**src/rtl/eig_pkg.sv**
```systemverilog
// eig_pkg: shared types and constants for the eigenvalue-core scheduler.
//   sched_state_t : scheduler FSM state encoding
//   REG_*         : one-hot regime codes returned by the core
//   EIG_*_DEF     : default parameter values
//   eig_id_w()    : requester-index width, never narrower than one bit
package eig_pkg;

    typedef enum logic [2:0] {
        StIdle,
        StGrant,
        StIssue,
        StWait,
        StResp
    } sched_state_t;

    localparam logic [2:0] REG_OVER  = 3'b100;
    localparam logic [2:0] REG_CRIT  = 3'b010;
    localparam logic [2:0] REG_UNDER = 3'b001;

    localparam int unsigned EIG_NREQ_DEF = 4;
    localparam int unsigned EIG_W_DEF    = 32;
    localparam int unsigned EIG_TMO_DEF  = 1024;

    // A single requester still gets a 1-bit id so ports never collapse to zero width.
    function automatic int unsigned eig_id_w(input int unsigned n);
        return (n > 1) ? $clog2(n) : 1;
    endfunction

endpackage

```
**src/rtl/eig_rr_arb.sv**
```systemverilog
// eig_rr_arb: combinational round-robin picker.
// Returns the first set bit of valid at or after ptr, scanning upward and wrapping.
//   valid  in  N    request vector
//   ptr    in  IdW  starting index of the scan
//   any    out 1    at least one request present
//   gnt_id out IdW  index of the chosen request (0 when any is low)
module eig_rr_arb #(
    parameter int unsigned N   = 4,
    parameter int unsigned IdW = 2
) (
    input  logic [N-1:0]   valid,
    input  logic [IdW-1:0] ptr,
    output logic           any,
    output logic [IdW-1:0] gnt_id
);

    logic [IdW-1:0] idx;
    logic           found;

    assign any = |valid;

    always_comb begin
        gnt_id = '0;
        found  = 1'b0;
        idx    = ptr;
        for (int unsigned k = 0; k < N; k++) begin
            if (!found && valid[idx]) begin
                gnt_id = idx;
                found  = 1'b1;
            end
            // Wrap explicitly so non-power-of-two N never walks past the top requester.
            idx = (idx == IdW'(N - 1)) ? '0 : idx + 1'b1;
        end
    end

endmodule

```
**src/rtl/eig_sched.sv**
```systemverilog
// eig_sched: round-robin scheduler sharing one eigenvalue core among NREQ requesters.
// One transaction in flight: grant, accept operands, start core, wait for done,
// return the result tagged with the requester id, then rotate priority.
// Optional macro EIG_SCHED_TMO_EN adds a completion timeout (TMO cycles) and a
// saturating 8-bit err_count output; without it rsp_err is 0 and WAIT is unbounded.
// Ports:
//   clk, rst                       clock, synchronous active-high reset
//   req_valid/req_ready            per-requester handshake (ready one-hot or zero)
//   req_a0/req_a1                  packed operands, requester i at [i*W +: W]
//   rsp_valid/rsp_ready            response handshake
//   rsp_id/kappa/inv_kappa/regime  captured result, rsp_err flags a timeout
//   core_ena/core_start            core enable and single-cycle start
//   core_a0/core_a1                registered operands to the core
//   core_done/kappa/inv/regime     core completion pulse and results
//   err_count                      (EIG_SCHED_TMO_EN only) timeout count
module eig_sched
    import eig_pkg::*;
#(
    parameter int unsigned NREQ = EIG_NREQ_DEF,
    parameter int unsigned W    = EIG_W_DEF,
    parameter int unsigned TMO  = EIG_TMO_DEF
) (
    input  logic                        clk,
    input  logic                        rst,
    input  logic [NREQ-1:0]             req_valid,
    output logic [NREQ-1:0]             req_ready,
    input  logic [NREQ*W-1:0]           req_a0,
    input  logic [NREQ*W-1:0]           req_a1,
    output logic                        rsp_valid,
    input  logic                        rsp_ready,
    output logic [eig_id_w(NREQ)-1:0]   rsp_id,
    output logic [W-1:0]                rsp_kappa,
    output logic [W-1:0]                rsp_inv_kappa,
    output logic [2:0]                  rsp_regime,
    output logic                        rsp_err,
    output logic                        core_ena,
    output logic                        core_start,
    output logic [W-1:0]                core_a0,
    output logic [W-1:0]                core_a1,
    input  logic                        core_done,
    input  logic [W-1:0]                core_kappa,
    input  logic [W-1:0]                core_inv_kappa,
    input  logic [2:0]                  core_regime
`ifdef EIG_SCHED_TMO_EN
    ,
    output logic [7:0]                  err_count
`endif
);

    localparam int unsigned IdW = eig_id_w(NREQ);

    if (NREQ < 1 || NREQ > 8 || W < 2 || TMO < 2) begin : g_bad_param
        $error("eig_sched: parameter out of range");
    end

    sched_state_t   state_q, state_d;
    logic [IdW-1:0] gnt_q, gnt_d;
    logic [IdW-1:0] rr_ptr_q, rr_ptr_d;
    logic [W-1:0]   a0_q, a0_d, a1_q, a1_d;
    logic [W-1:0]   kappa_q, kappa_d, inv_q, inv_d;
    logic [2:0]     regime_q, regime_d;

    logic           arb_any;
    logic [IdW-1:0] arb_gnt;

`ifdef EIG_SCHED_TMO_EN
    localparam int unsigned CntW = $clog2(TMO);
    logic [CntW-1:0] cnt_q, cnt_d;
    logic            err_q, err_d;
    logic [7:0]      err_cnt_q, err_cnt_d;
`endif

    eig_rr_arb #(
        .N   (NREQ),
        .IdW (IdW)
    ) u_arb (
        .valid  (req_valid),
        .ptr    (rr_ptr_q),
        .any    (arb_any),
        .gnt_id (arb_gnt)
    );

    always_ff @(posedge clk) begin
        if (rst) begin
            state_q  <= StIdle;
            gnt_q    <= '0;
            rr_ptr_q <= '0;
            a0_q     <= '0;
            a1_q     <= '0;
            kappa_q  <= '0;
            inv_q    <= '0;
            regime_q <= '0;
`ifdef EIG_SCHED_TMO_EN
            cnt_q     <= '0;
            err_q     <= 1'b0;
            err_cnt_q <= '0;
`endif
        end else begin
            state_q  <= state_d;
            gnt_q    <= gnt_d;
            rr_ptr_q <= rr_ptr_d;
            a0_q     <= a0_d;
            a1_q     <= a1_d;
            kappa_q  <= kappa_d;
            inv_q    <= inv_d;
            regime_q <= regime_d;
`ifdef EIG_SCHED_TMO_EN
            cnt_q     <= cnt_d;
            err_q     <= err_d;
            err_cnt_q <= err_cnt_d;
`endif
        end
    end

    always_comb begin
        state_d    = state_q;
        gnt_d      = gnt_q;
        rr_ptr_d   = rr_ptr_q;
        a0_d       = a0_q;
        a1_d       = a1_q;
        kappa_d    = kappa_q;
        inv_d      = inv_q;
        regime_d   = regime_q;
        req_ready  = '0;
        core_ena   = 1'b0;
        core_start = 1'b0;
        rsp_valid  = 1'b0;
`ifdef EIG_SCHED_TMO_EN
        cnt_d     = cnt_q;
        err_d     = err_q;
        err_cnt_d = err_cnt_q;
`endif

        unique case (state_q)
            StIdle: begin
                if (arb_any) begin
                    gnt_d   = arb_gnt;
                    state_d = StGrant;
                end
            end
            StGrant: begin
                req_ready[gnt_q] = 1'b1;
                if (req_valid[gnt_q]) begin
                    a0_d    = req_a0[gnt_q*W +: W];
                    a1_d    = req_a1[gnt_q*W +: W];
                    state_d = StIssue;
                end else begin
                    // Requester withdrew: abandon without touching the priority pointer.
                    state_d = StIdle;
                end
            end
            StIssue: begin
                core_ena   = 1'b1;
                core_start = 1'b1;
                state_d    = StWait;
`ifdef EIG_SCHED_TMO_EN
                cnt_d = '0;
`endif
            end
            StWait: begin
                core_ena = 1'b1;
                if (core_done) begin
                    kappa_d  = core_kappa;
                    inv_d    = core_inv_kappa;
                    regime_d = core_regime;
                    state_d  = StResp;
`ifdef EIG_SCHED_TMO_EN
                    err_d = 1'b0;
                end else if (cnt_q == CntW'(TMO - 1)) begin
                    // Leaving WAIT drops core_ena for the RESP cycle, resetting the core.
                    kappa_d  = '0;
                    inv_d    = '0;
                    regime_d = '0;
                    err_d    = 1'b1;
                    state_d  = StResp;
                    if (err_cnt_q != 8'hff) begin
                        err_cnt_d = err_cnt_q + 8'd1;
                    end
                end else begin
                    cnt_d = cnt_q + 1'b1;
`endif
                end
            end
            StResp: begin
                rsp_valid = 1'b1;
                if (rsp_ready) begin
                    rr_ptr_d = (gnt_q == IdW'(NREQ - 1)) ? '0 : gnt_q + 1'b1;
                    state_d  = StIdle;
                end
            end
            default: state_d = StIdle;
        endcase
    end

    assign rsp_id        = gnt_q;
    assign rsp_kappa     = kappa_q;
    assign rsp_inv_kappa = inv_q;
    assign rsp_regime    = regime_q;
    assign core_a0       = a0_q;
    assign core_a1       = a1_q;

`ifdef EIG_SCHED_TMO_EN
    assign rsp_err   = err_q;
    assign err_count = err_cnt_q;
`else
    assign rsp_err = 1'b0;
`endif

endmodule

```
**config.mk**
```make
export PLATFORM = sky130hd
export DESIGN_NAME = eig_sched
export DESIGN_NICKNAME = d
export VERILOG_FILES = /design/src/rtl/eig_pkg.sv /design/src/rtl/eig_rr_arb.sv /design/src/rtl/eig_sched.sv
export SDC_FILE = /design/constraint.sdc
export NUM_CORES = 1
export LEC_CHECK = 0
export ABC_AREA = 1
export BUFFER_PORTS_ARGS = -buffer_cell sky130_fd_sc_hd__clkbuf_2
export CORE_AREA = 8 8 177 179
export DETAILED_ROUTE_END_ITERATION = 16
export DIE_AREA = 0 0 185 187
export PLACE_DENSITY = 0.59
export SLEW_MARGIN = 20
export SYNTH_ARGS = -nofsm -noshare
export SYNTH_HDL_FRONTEND = slang
export SYNTH_SLANG_ARGS = --single-unit
```
**constraint.sdc**
```tcl
create_clock -name clk -period 5 [get_ports clk]
set_input_delay 0.5 -clock clk [delete_from_list [all_inputs] [get_ports clk]]
set_output_delay 0.5 -clock clk [all_outputs]
set_load 0.02 [all_outputs]
```
==> impl_metrics.ini, run 1 <==
[cts]
clock_sinks = 138
cts_resized = 0
clk_latency_ns = 0.42
cts_tree = built
cts_made_buffers = 17
ctsHoldBuffers = 0
path_clk_slew_ns = 0.06
cts_root_buffer = clkbuf_16
cts_setup_buffers = 0
clockBufferDepth = 2
htreeDepth = 4

[synth]
post_synth.cell_area_avg_um2 = 6.60
synth_common_cells = 271 x nor2_1, 217 x o21ai_0, 138 x dfxtp_1
ys_async_sr_fraction = 0
synth.yosys.seq_area_share = 0.396
synth_area_leaders = dfxtp_1 40%, o21ai_0 16%, nor2_1 15%
ys_seq_elements = 138
ys.flop_type = dfxtp_1
synthCells = 1057
netlist_area_um2 = 6980
synth_top_area_share = 0.396
synth_nets = 1393
synth_top_area_cell = dfxtp_1
synth-edff-count = 0
yosysMostFrequentCell = nor2_1
synth.distinct_cells = 27
yosys_warnings = 0

[final_layout]
nets = 1805
area_delta_synth_final_pct = 45.8
drive_gt1_frac = 0.353
utilization = 0.358

[placement]
place_congestion = 0.882
hpwlAfterDp_mm = 24.6
io_buffer_count = 470

[sta]
setup_viol = 0
fin_crit_ns = 3.83
fmaxAchievable_mhz = 261
slew_violations = 0
skew_ns = 0.00901
fin_setup_tns_ns = 0
hold_violations = 0
rsz0062_at_grt = no
finalCritPeriodShare = 0.767
tightest_slew_ns = 0.883
maxSlewHeadroom = 0.411

[worst_setup_path]
crit_required_ns = 4.50
crit_type = flop to output pin
critPathSlowestCell = dfxtp_4
slowest_delay_ns = 0.92
r2r_slack_ns = 1.31
crit_fanout = 87
cp-endpoint = req_ready[2]
r2r-start = rsp_id[0]$_SDFFE_PP0P_
worst-r2r-cell-count = 7
worstSetupStartpointType = flop
crit_arrival_ns = 3.33
startpoint = rsp_id[0]$_SDFFE_PP0P_
cp_cell_sequence = clkinv_2 -> buf_4 -> ha_1 -> inv_1 -> nor2_1 -> clkbuf_2
r2r-end = core_a1[0]$_SDFFE_PP0N_
cp-end-kind = output pin

[global_routing]
grt.total_usage = 0.175
grt_pass1_wl_mm = 47.9
grt_pass1_vias = 8635
antenna_found_initial = 4
grt_max_degree = 88
grt-ovfl-total = 0

[run_status]
status = completed

[hold_path]
hp-class = input pin to flop
hold-path-cell-count = 2

[floorplanning]
dieHeight_um = 187
die-area_um2 = 34600
boundaryPins = 472
row_count = 62
core_um2 = 28400
initial_utilization = 0.246
die_w_um = 185

[drt]
ant_nets = 0
drt_pass1_iterations = 5
wire_per_inst_um = 17.0
routed-wl-met3_mm = 2.93
drt_iter0_drc = 395
drc = 0
top_layer = met5
wl_met1_mm = 13.2
wl_met2_mm = 15.2
num_vias = 8593
totalWireLength_mm = 31.7
vias_per_cell = 4.60

[run]
drv_cap = 0

[pwr]
power_density_nw_per_um2 = 342
vdd_drop_max_uv = 182
p_leak_nw = 4.85
## per-stage QoR
stage                     hold slack [ns]  std cells  worst slack (ns)  cell area (µm²)  total power, mW
after CTS                           0.297       1866              1.10            10200             3.54
after global routing                0.323       1869             0.802            10200             3.68
after floorplan                     0.461       1057              2.93             6980             1.73
final                               0.330       1869              1.17            10200             3.48
after detailed placement            0.435       1834              1.27             9500             2.06
after global placement              0.432       1834              1.39             9500             2.06
## registers in the layout, summed over array words and instances (netlist names)
signal / flops
core_a0: 32
core_a1: 32
rsp_inv_kappa: 32
rsp_kappa: 32
rsp_regime: 3
state_q: 3
rr_ptr_q: 2
rsp_id: 2
## where the power goes
| group | switching [mW] | internal [mW] | leakage, nW |
|---|---|---|---|
| clock network | 0.549 | 0.901 | 0.326 |
| logic | 0.494 | 0.286 | 3.40 |
| registers | 0.0676 | 1.18 | 1.12 |
| total | 1.11 | 2.37 | 4.85 |
## cell families (layout without fill, tap and decap cells)
logic type | count (synthesis) | count (layout) | synth area share
other cells | 1 | 4 | 0.000537
buf+inv | 178 | 603 | 0.107
flops | 138 | 138 | 0.396
simple gates | 328 | 328 | 0.183
fa+ha+maj | 5 | 5 | 0.00896
compound gates | 407 | 407 | 0.305
## placed cells by master (no fill, tap or decap), types with 2 or more instances in the layout
master	synthesis	layout
diode_2	0	3
ha_1	5	5
nand2_1	33	33
nand3_1	17	17
clkbuf_2	0	470
clkinv_2	0	3
o21ai_1	47	47
inv_6	0	3
a21oi_1	75	75
bufinv_16	0	5
inv_2	3	2
dfxtp_1	138	136
buf_4	1	10
inv_1	88	87
o21ai_0	217	217
nor2_2	2	2
a31oi_1	64	64
clkbuf_16	0	17
nor2_1	271	271
inv_8	0	2
clkinv_4	0	4
## per-layer routing
layer,global-route usage,vias up
met5,0,-
met4,0.0474,2
met3,0.0536,24
met2,0.294,375
met1,0.211,3839
li1,-,4353
## area by class of cell
| class | count | area, µm² |
|---|---|---|
| diodes | 3 | 7.51 |
| clock buffers | 17 | 425 |
| clock inverters | 15 | 239 |
| fillers | 3158 | 18200 |
| inverters | 91 | 344 |
| multi-input cells | 741 | 3480 |
| flip-flops and latches | 138 | 2770 |
| well taps | 384 | 480 |
| repair buffers | 480 | 2430 |
## how the worst min path moves through the flow
stage	start	endpoint
6_report	rst	rsp_id[0]$_SDFFE_PP0P_
2_1_floorplan	rr_ptr_q[1]$_SDFFE_PP0P_	rr_ptr_q[1]$_SDFFE_PP0P_
4_1_cts	rst	rsp_id[0]$_SDFFE_PP0P_
3_3_place_gp	rsp_inv_kappa[17]$_SDFFE_PP0P_	rsp_inv_kappa[17]$_SDFFE_PP0P_
5_1_grt	rst	state_q[2]$_SDFFE_PP0P_
3_5_place_dp	rsp_inv_kappa[7]$_SDFFE_PP0P_	rsp_inv_kappa[7]$_SDFFE_PP0P_
## critical path, delay by kind of cell, from the launching register on
family | cells | cell delay [ns]
simple gates | 1 | 0.04
fa+ha+maj | 1 | 0.32
flops | 1 | 0.92
buf+inv | 4 | 1.55
Power figures use the tool's default switching activity.
==> inputs of run 2 (changes only) <==
==> constraint.sdc (replaced) <==
create_clock -name clk -period 3.6 [get_ports clk]
set_input_delay 0.36 -clock clk [delete_from_list [all_inputs] [get_ports clk]]
set_output_delay 0.36 -clock clk [all_outputs]
set_load 0.02 [all_outputs]
==> run 2 against run 1 <==
Net effect: power is 34% higher; non-clock buffer count is 1 lower; sequential power is 36% higher; largest power group unchanged; clock power is 28% higher; hold slack worse by 0.15 ns; sequential share of layout area is 0.094 points higher; first-iteration DRC count is 4.8% higher; critical path depth is 1 lower; die area stayed put; count of clock-buffer cells in the layout is 2 higher; worst setup slack better by 0.041 ns; combinational power is 42% higher; largest cell class unchanged.
==> impl_metrics.ini, run 2 (same netlist as run 1, synthesis figures left out) <==
[run_status]
status = completed

[worst_setup_path]
crit_fanout = 68
worstSetupStartpointType = flop
crit_required_ns = 3.24
r2r_slack_ns = 1.26
r2r-start = rsp_id[0]$_SDFFE_PP0P_
worst-r2r-cell-count = 7
crit_type = flop to output pin
r2r-end = core_a1[3]$_SDFFE_PP0N_
crit_arrival_ns = 2.03
cp-end-kind = output pin

[cts]
clock_sinks = 138
clockBufferDepth = 2
htreeDepth = 4
cts_tree = built
cts_root_buffer = clkbuf_16
path_clk_slew_ns = 0.07
cts_setup_buffers = 0
cts_made_buffers = 17
ctsHoldBuffers = 0
clk_latency_ns = 0.42
cts_resized = 0

[final_layout]
nets = 1804
layout_commonest_cell = clkbuf_2
stdcell_area_um2 = 10100
area_delta_synth_final_pct = 45.3
drive_gt1_frac = 0.352
final_cell_mix = 470 x clkbuf_2, 271 x nor2_1, 217 x o21ai_0

[sta]
fin_crit_ns = 2.39
maxSlewHeadroom = 0.455
setup_viol = 0
fmaxAchievable_mhz = 418
hold_violations = 0
skew_ns = 0.00855
slew_violations = 0
tightest_slew_ns = 0.817
fin_setup_tns_ns = 0
finalCritPeriodShare = 0.665
rsz0062_at_grt = no

[drt]
drc = 0
drt_iter0_drc = 414
wl_met1_mm = 13.0
vias_per_cell = 4.59
top_layer = met4
wl_met2_mm = 14.8
wire_per_inst_um = 16.8
num_vias = 8565
totalWireLength_mm = 31.4
drt_pass1_iterations = 5
routed-wl-met3_mm = 3.10
ant_nets = 0

[floorplanning]
die-area_um2 = 34600
row_count = 62
boundaryPins = 472
die_w_um = 185
core_um2 = 28400
dieHeight_um = 187
initial_utilization = 0.246

[hold_path]
min_to = state_q[2]$_SDFFE_PP0P_
hold-path-cell-count = 2
hp-class = input pin to flop
hp-start = rst

[placement]
place_area_um2 = 9520
io_buffer_count = 470
hpwlAfterDp_mm = 23.9
place_congestion = 0.820

[global_routing]
grt_max_degree = 136
grt_pass1_wl_mm = 47.7
grt_pass1_vias = 8543
antenna_found_initial = 2
grt.total_usage = 0.174
grt-ovfl-total = 0

[pwr]
power_density_nw_per_um2 = 461
p_leak_nw = 4.82
vdd_drop_max_uv = 291
power_mw = 4.67

[run]
drv_cap = 0
[run 2: cell types whose count changed in the layout (fill, tap and decap cells not counted), sizes merged]
cell and change:
diode -1, clkinvlp +3, inv +1, clkinv -3, clkbuf +2, bufinv -3, buf -1
[run 2: final cells by class]
class,count,area (µm²)
diodes,2,5.00
clock buffers,19,453
clock inverters,13,158
fillers,3124,18300
inverters,91,344
multi-input cells,741,3480
flip-flops and latches,138,2770
well taps,384,480
repair buffers,479,2450
[run 2: stage by stage]
stage,cells,util,worst slack (ns),hold slack [ns]
after floorplan,1057,-,1.67,0.429
after global placement,1833,0.335,1.41,0.430
after detailed placement,1833,0.335,1.33,0.435
after CTS,1865,0.357,1.14,0.150
after global routing,1867,0.357,1.06,0.163
final,1867,0.357,1.21,0.182
[run 2: worst max-delay path by stage]
| stage | from | to | slack, ns | cells past startpoint |
|---|---|---|---|---|
| 2_1_floorplan | rsp_id[0]$_SDFFE_PP0P_ | req_ready[2] | 1.67 | 7 |
| 3_3_place_gp | rsp_id[0]$_SDFFE_PP0P_ | core_a1[4]$_SDFFE_PP0N_ | 1.41 | 7 |
| 3_5_place_dp | rsp_id[0]$_SDFFE_PP0P_ | core_a1[3]$_SDFFE_PP0N_ | 1.33 | 7 |
| 4_1_cts | rsp_id[1]$_SDFFE_PP0P_ | req_ready[3] | 1.14 | 5 |
| 5_1_grt | rsp_id[1]$_SDFFE_PP0P_ | req_ready[3] | 1.06 | 5 |
| 6_report | rsp_id[1]$_SDFFE_PP0P_ | req_ready[2] | 1.21 | 5 |
[run 2: power by group]
part           total [mW]  switching (mW)  internal (mW)
logic                1.11           0.710          0.401
clock network        1.86           0.776           1.08
registers            1.70          0.0625           1.64
[run 2: layer usage]
layer	track usage	vias up
met5	0	-
li1	-	4352
met4	0.0557	0
met2	0.290	370
met1	0.208	3821
met3	0.0544	22
[run 2: worst max-delay path, cell delays in order, from the launching register on]
cell	delay (ns)
dfxtp_2	0.37
buf_4	0.65
ha_1	0.27
inv_1	0.04
nor2_1	0.10
clkbuf_2	0.18
==> inputs of run 3 (changes only) <==
==> constraint.sdc (replaced) <==
create_clock -name clk -period 2.45 [get_ports clk]
set_input_delay 0.245 -clock clk [delete_from_list [all_inputs] [get_ports clk]]
set_output_delay 0.245 -clock clk [all_outputs]
set_load 0.02 [all_outputs]
==> run 3 against run 2 <==
Net effect: combinational power rose by 49%; global-route usage barely moved; critical path depth rose by 1; design area rose by 0.99%; first-iteration DRC count fell by 11%; register-to-register slack got worse by 0.92 ns; sequential power rose by 48%; worst setup slack got worse by 1.0 ns; critical endpoint is now req_ready[0]; largest cell class unchanged; highest routed layer is now met5.
==> impl_metrics.ini, run 3 (same netlist as run 1, synthesis figures left out) <==
[cts]
cts_made_buffers = 17
cts_tree = built
cts_root_buffer = clkbuf_16
path_clk_slew_ns = 0.07
ctsHoldBuffers = 0
clock_sinks = 138
cts_resized = 0
htreeDepth = 4
cts_setup_buffers = 0
clk_latency_ns = 0.43
clockBufferDepth = 2

[final_layout]
final_cell_mix = 470 x clkbuf_2, 271 x nor2_1, 217 x o21ai_0
nets = 1809
area_delta_synth_final_pct = 46.7
layout_commonest_cell = clkbuf_2
drive_gt1_frac = 0.354
stdcell_area_um2 = 10200
fillers = 3119
utilization = 0.361
final_cells = 1872

[drt]
drc = 0
drt_pass1_iterations = 5
ant_nets = 0
totalWireLength_mm = 31.4
drt_iter0_drc = 368
vias_per_cell = 4.58
wire_per_inst_um = 16.8
num_vias = 8580

[pwr]
sw_frac_of_total = 0.329
power_frac_clock = 0.400
comb_power_share = 0.237
p_seq_frac = 0.363
power_switching_mw = 2.29
vdd_drop_max_uv = 398
power_density_nw_per_um2 = 679
p_leak_nw = 4.87
power_mw = 6.95
p_int_mw = 4.66

[worst_setup_path]
crit_arrival_ns = 2.04
r2r-start = rsp_id[0]$_SDFFE_PP0P_
startpoint = rsp_id[1]$_SDFFE_PP0P_
crit_fanout = 66
worst-r2r-cell-count = 7
slowest_delay_ns = 0.57
crit_required_ns = 2.20
crit_type = flop to output pin
worstSetupStartpointType = flop
r2r_slack_ns = 0.34
critPathSlowestCell = buf_4
cp_cell_sequence = inv_2 -> buf_4 -> ha_1 -> inv_1 -> nor2_1 -> clkbuf_2
cp-end-kind = output pin

[sta]
whs_ns = 0.0747
setup_viol = 0
slew_violations = 0
rsz0062_at_grt = no
fin_crit_ns = 2.29
skew_ns = 0.0118
fin_ws_ns = 0.165
fin_setup_tns_ns = 0
fmaxAchievable_mhz = 438
finalCritPeriodShare = 0.933
maxSlewHeadroom = 0.474
tightest_slew_ns = 0.788
hold_violations = 0

[run]
drv_cap = 0

[floorplanning]
initial_utilization = 0.246
row_count = 62
die-area_um2 = 34600
boundaryPins = 472
core_um2 = 28400
dieHeight_um = 187
die_w_um = 185

[placement]
place_area_um2 = 9620
place_congestion = 0.886
io_buffer_count = 470
place_inst = 1838
place_ws_ns = 0.325
hpwlAfterDp_mm = 24.6

[hold_path]
hp-class = input pin to flop
hold-path-cell-count = 2
hp-start = rst

[global_routing]
grt_max_degree = 130
grt.total_usage = 0.174
grt_pass1_vias = 8426
grt_pass1_wl_mm = 47.6
grt-ovfl-total = 0
antenna_found_initial = 3

[run_status]
status = completed
-- run 3: metal layers --
layer / up-vias / track usage / part of all wire
met4: 2 / 0.0406 / 0.014
li1: 4371 / - / -
met1: 3796 / 0.207 / 0.41
met3: 23 / 0.0585 / 0.10
met5: - / 0 / 0.00041
met2: 388 / 0.295 / 0.48
-- run 3: worst paths after layout --
kind	endpoint
worst max-delay path	req_ready[0]
worst min-delay path	state_q[2]$_SDFFE_PP0P_
worst max register to register	core_a1[16]$_SDFFE_PP0N_
worst min register to register	rsp_kappa[4]$_SDFFE_PP0P_
-- run 3: power by group through the flow --
| stage | Clock, mW | Combinational, mW | Sequential, mW |
|---|---|---|---|
| after global placement | 0 | 1.66 | 2.57 |
| after detailed placement | 0 | 1.67 | 2.57 |
| after CTS | 2.87 | 1.67 | 2.52 |
| after global routing | 2.97 | 1.85 | 2.54 |
| after floorplan | 0 | 0.787 | 2.74 |
| final | 2.78 | 1.65 | 2.52 |
-- run 3: cell type report --
| cell class | count | area (µm²) | area share |
|---|---|---|---|
| Antenna cell | 2 | 5.00 | 0.000489 |
| Clock buffer | 18 | 429 | 0.0419 |
| Clock inverter | 14 | 185 | 0.0181 |
| Inverter | 91 | 344 | 0.0336 |
| Multi-Input combinational cell | 741 | 3480 | 0.340 |
| Sequential cell | 138 | 2770 | 0.270 |
| Tap cell | 384 | 480 | 0.0469 |
| Timing Repair Buffer | 484 | 2540 | 0.249 |
-- run 3: worst max-delay path, delay by kind of cell, from the launching register on --
family / cells / cell delay, ns
fa+ha+maj: 1 / 0.30
buf+inv: 4 / 0.87
flops: 1 / 0.34
simple gates: 1 / 0.10
